===== config.mk =====
export PLATFORM = sky130hd
export DESIGN_NAME = vram_arbiter
export DESIGN_NICKNAME = d
export VERILOG_FILES = /design/src/rtl/vram_arbiter.sv
export SDC_FILE = /design/constraint.sdc
export NUM_CORES = 1
export LEC_CHECK = 0
export BUFFER_PORTS_ARGS = -buffer_cell sky130_fd_sc_hd__buf_2
export CAP_MARGIN = 5
export CORE_AREA = 2 2 59 61
export DETAILED_ROUTE_END_ITERATION = 6
export DIE_AREA = 0 0 61 63
export PLACE_DENSITY = 0.83
export SLEW_MARGIN = 20
export SYNTH_ARGS = -nofsm -noshare
export SYNTH_HDL_FRONTEND = slang
export SYNTH_SLANG_ARGS = --single-unit

===== constraint.sdc =====
create_clock -name clk_sys -period 2.5 [get_ports clk_sys]
set_input_delay 0.375 -clock clk_sys [delete_from_list [all_inputs] [get_ports clk_sys]]
set_output_delay 0.375 -clock clk_sys [all_outputs]
set_load 0.02 [all_outputs]

===== src/rtl/vram_arbiter.sv =====
// Time-slices one registered RAM port between the video fetch path and the Z80.
// Phase 0 belongs to video unless vertical blank hands it to the CPU.
module vram_arbiter #(
   parameter int AW = 17,
   parameter int DW = 8
) (
   input  logic          clk_sys,
   input  logic          reset_n,
   input  logic          vid_ce,
   input  logic          vid_vb,
   input  logic [AW-1:0] vid_addr,
   output logic [DW-1:0] vid_dout,
   input  logic          cpu_req,
   input  logic          cpu_we,
   input  logic [AW-1:0] cpu_addr,
   input  logic [DW-1:0] cpu_wdata,
   output logic [DW-1:0] cpu_rdata,
   output logic          cpu_ack,
   output logic [AW-1:0] mem_addr,
   output logic          mem_we,
   output logic [DW-1:0] mem_wdata,
   input  logic [DW-1:0] mem_rdata
);

   typedef enum logic [1:0] {
      IDLE  = 2'd0,
      ISSUE = 2'd1,
      DONE  = 2'd2
   } cpu_state_t;

   cpu_state_t    state;
   cpu_state_t    state_next;
   logic [1:0]    phase;
   logic          vid_slot;
   logic          grant;
   logic          vid_fetch;
   logic          issue_read;
   logic [DW-1:0] rdata_hold;

   assign vid_slot = (phase == 2'd0) && !vid_vb;

   // Slot counter realigns to the pixel strobe, free-runs otherwise
   always_ff @(posedge clk_sys or negedge reset_n) begin
      if (!reset_n) begin
         phase <= 2'd0;
      end else if (vid_ce) begin
         phase <= 2'd0;
      end else begin
         phase <= phase + 2'd1;
      end
   end

   always_ff @(posedge clk_sys or negedge reset_n) begin
      if (!reset_n) begin
         state <= IDLE;
      end else begin
         state <= state_next;
      end
   end

   // Grant is gated by reset so nothing reaches the RAM while held in reset
   always_comb begin
      state_next = state;
      grant      = 1'b0;
      case (state)
         IDLE: begin
            if (reset_n && cpu_req && !vid_slot) begin
               grant      = 1'b1;
               state_next = ISSUE;
            end
         end
         ISSUE:   state_next = DONE;
         DONE:    state_next = IDLE;
         default: state_next = IDLE;
      endcase
   end

   always_comb begin
      mem_addr  = vid_addr;
      mem_we    = 1'b0;
      mem_wdata = {DW{1'b0}};
      if (grant) begin
         mem_addr  = cpu_addr;
         mem_we    = cpu_we;
         mem_wdata = cpu_wdata;
      end
   end

   assign cpu_ack = (state == ISSUE);

   // Read data is bypassed during the ack cycle and held in a register afterwards
   assign cpu_rdata = (cpu_ack && issue_read) ? mem_rdata : rdata_hold;

   always_ff @(posedge clk_sys or negedge reset_n) begin
      if (!reset_n) begin
         vid_fetch  <= 1'b0;
         vid_dout   <= {DW{1'b0}};
         issue_read <= 1'b0;
         rdata_hold <= {DW{1'b0}};
      end else begin
         vid_fetch <= vid_slot;
         if (vid_fetch) begin
            vid_dout <= mem_rdata;
         end
         if (grant) begin
            issue_read <= !cpu_we;
         end
         if (cpu_ack && issue_read) begin
            rdata_hold <= mem_rdata;
         end
      end
   end

endmodule

==> flow_metrics.env <==
export IMPL_grt_overflow=0
export IMPL_detail_route_antenna_nets=0
export IMPL_viasPerCell=4.48
export IMPL_crit_family="simple AND/OR/NAND/NOR gates"
export IMPL_r2r_start="phase[0]$_DFF_PN0_"
export IMPL_cp_num_cells=6
export IMPL_max_freq_ghz=0.409
export IMPL_cp_start_kind="register"
export IMPL_min_path_type="in2async"
export IMPL_cts_tree="yes"
export IMPL_rr_worst_depth=6
export IMPL_netlist_area_um2=1150
export IMPL_synthCells=82
export IMPL_num_fill_cells=299
export IMPL_finalCriticalPeriod_ns=2.45
export IMPL_cp_num_buf_inv=2
export IMPL_die_width_um=61
export IMPL_dieArea_um2=3840
export IMPL_cp_end_kind="primary output"
export IMPL_path_class="reg2out"
export IMPL_synth_edf_count=0
export IMPL_worstReg2RegEnd="issue_read$_DFFE_PN0P_"
export IMPL_row_count=21
export IMPL_grt_pass1_vias=946
export IMPL_cap_violations=0
export IMPL_nets=241
export IMPL_ys_warn_count=0
export IMPL_cts_num_sinks=22
export IMPL_clk_pin_slew_worst_paths_ns=0.11
export IMPL_h_tree_depth=1
export IMPL_design_area_um2=1760
export IMPL_insertion_delay_ns=0.30
export IMPL_path_max_fanout=10
export IMPL_numPortBuffers=98
export IMPL_initial_utilization_pct=35.5
export IMPL_cp_required_ns=2.12
export IMPL_rsz0062_at_grt="true"
export IMPL_async_flop_share_pct=100
export IMPL_vias=1026
export IMPL_slew_headroom_pct=76.0
export IMPL_critPathLaunch="phase[0]$_DFF_PN0_"
export IMPL_num_antenna_cells=0
export IMPL_p_total_w=0.00115
export IMPL_cts_hold_buffers=0
export IMPL_cellPowerDensity_nw_per_um2=653
export IMPL_antenna_found_initial=0
export IMPL_die_h_um=63
export IMPL_post_route_period_util_pct=97.9
export IMPL_avgRoutedWirePerCell_um=12.6
export IMPL_root_buffer="clkbuf_4"
export IMPL_ys_flop_type="dfrtp_1"
export IMPL_synth_cell_types=16
export IMPL_drc=0
export IMPL_hold_ws_ns=0.0337
export IMPL_synth_seq_area_share_pct=47.9
export IMPL_p_leak_nw=0.963
export IMPL_r2r_setup_slack_ns=0.81
export IMPL_dpl_cell_area_um2=1660
export IMPL_drt_wl_total_mm=2.88
export IMPL_drt_first_iter_violations=13
export IMPL_clock_skew_ns=0.00304
export IMPL_slew_violations=0
export IMPL_hold_viol=0
export IMPL_ir_drop_mv=0.473
export IMPL_boundaryPins=99
export IMPL_syn_num_nets=139
export IMPL_grt_max_degree=23
export IMPL_synthTopCellsByCount="23 x mux2_2, 22 x dfrtp_1, 10 x mux2_4, 9 x and2_1, 4 x inv_1"
export IMPL_synth_largest_area_cell="dfrtp_1"
export IMPL_cpMaxStageDelayCell="or4_4"
export IMPL_core_um2=3230
export IMPL_globalplace_congestion=0.709
export IMPL_slowest_delay_ns=0.56
export IMPL_cts_made_buffers=3
export IMPL_synth_seq_cells=22
export IMPL_synth_area_leaders="dfrtp_1 48%, mux2_2 23%, mux2_4 13%"
export IMPL_dp_hpwl_mm=2.22
export IMPL_dr_pass1_iters=4
export IMPL_synth_most_common_cell="mux2_2"
export IMPL_grt_usage_pct=13.5
export IMPL_areaGrowthSynthToFinish_pct=53.3
export IMPL_setup_tns_ns=0
export IMPL_arrival_ns=2.07
export IMPL_worstMarginPinSlew_ns=0.359
export IMPL_drive_above_1_share_pct=77.0
export IMPL_synth_top_area_share_pct=47.9
export IMPL_postCtsSetupBuffers=0
export IMPL_cts_path_max_buffers=2
export IMPL_grt_pass1_wl_mm=3.95
export IMPL_setup_viol=0
export IMPL_crit_path_cell_trace="inv_1, ha_1, nor2b_4, or4_4, mux2_4, buf_2"
export IMPL_crit_end="mem_addr[13]"
export IMPL_syn_avg_cell_area_um2=14.0
export IMPL_status="complete, no violations"
==> metrics by stage <==
| step | utilization (%) | instances | setup WS, ns |
|---|---|---|---|
| 4_1_cts | 53.1 | 228 | 0.0391 |
| 6_report | 54.5 | 229 | 0.0522 |
| 5_1_grt | 54.5 | 229 | -0.0216 |
| 2_1_floorplan | - | 82 | 0.384 |
| 3_3_place_gp | 51.5 | 223 | 0.245 |
| 3_5_place_dp | 51.5 | 223 | 0.211 |
==> cell type report <==
type / count / area (um2) / area share (%)
clock buffer: 4 / 36.3 / 2.06
inverter: 4 / 18.8 / 1.07
multi-input combinational: 53 / 554 / 31.5
sequential: 22 / 551 / 31.3
tap: 46 / 57.6 / 3.27
timing repair buffer: 99 / 536 / 30.4
timing repair inverter: 1 / 7.51 / 0.426
==> how the worst min path moves through the flow <==
stage,from,endpoint,slack (ns),cells after the start
finish,reset_n,vid_fetch$_DFF_PN0_,0.03,2
global route,reset_n,rdata_hold[7]$_DFF_PN0_,0.04,2
CTS,reset_n,vid_dout[4]$_DFFE_PN0P_,0.03,2
detailed placement,reset_n,vid_fetch$_DFF_PN0_,0.37,2
global placement,reset_n,vid_fetch$_DFF_PN0_,0.38,2
floorplan,reset_n,issue_read$_DFFE_PN0P_,0.08,0
==> worst reg2reg max path, stage by stage, from the launching register on <==
cell and delay [ns]:
dfrtp_1 0.36, inv_1 0.05, ha_1 0.19, nor2b_4 0.13
or4_4 0.56, clkinvlp_4 0.16, mux2i_1 0.18
==> cells in the final DEF (no fill, tap or decap), drive strengths merged <==
master	instances
and2	9
buf	99
clkbuf	4
clkinvlp	2
dfrtp	22
ha	1
inv	3
mux2	33
mux2i	1
nand2	2
nor2	1
nor2b	4
or4	2
==> flip-flops by register name (all words and copies together) (netlist names) <==
register and count:
issue_read 1, phase 2, rdata_hold 8, state 2
vid_dout 8, vid_fetch 1
==> where the power goes <==
part	leakage, nW	switching, W	total, W	internal [W]
Sequential	0.264	0.0000332	0.000477	0.000444
Combinational	0.678	0.000261	0.000485	0.000223
Clock	0.0210	0.0000981	0.000187	0.0000888
==> layer usage <==
metal / up-vias / track usage, % / wire length (um)
met3: 3 / 2.90 / 307
met4: 0 / 4.08 / 28
li1: 483 / - / -
met2: 71 / 24.5 / 1410
met1: 469 / 15.1 / 1140
met5: - / 0 / 0
==> logic make-up (layout without fill, tap and decap cells) <==
kind of cell,count (synthesis),count (layout),share of synthesized area (%)
multiplexers,34,34,36.5
flip-flops,22,22,47.9
AND/OR/NAND/NOR,17,18,9.69
buffers and inverters,8,108,4.79
adder cells (fa/ha/maj),1,1,1.09
==> timing repair <==
action                                  CTS  global route
pin swaps                                 1             0
gates cloned                              1             1
endpoints found under the setup margin   26            13
resized for setup                         2            13
(Power assumes the default switching activity.)
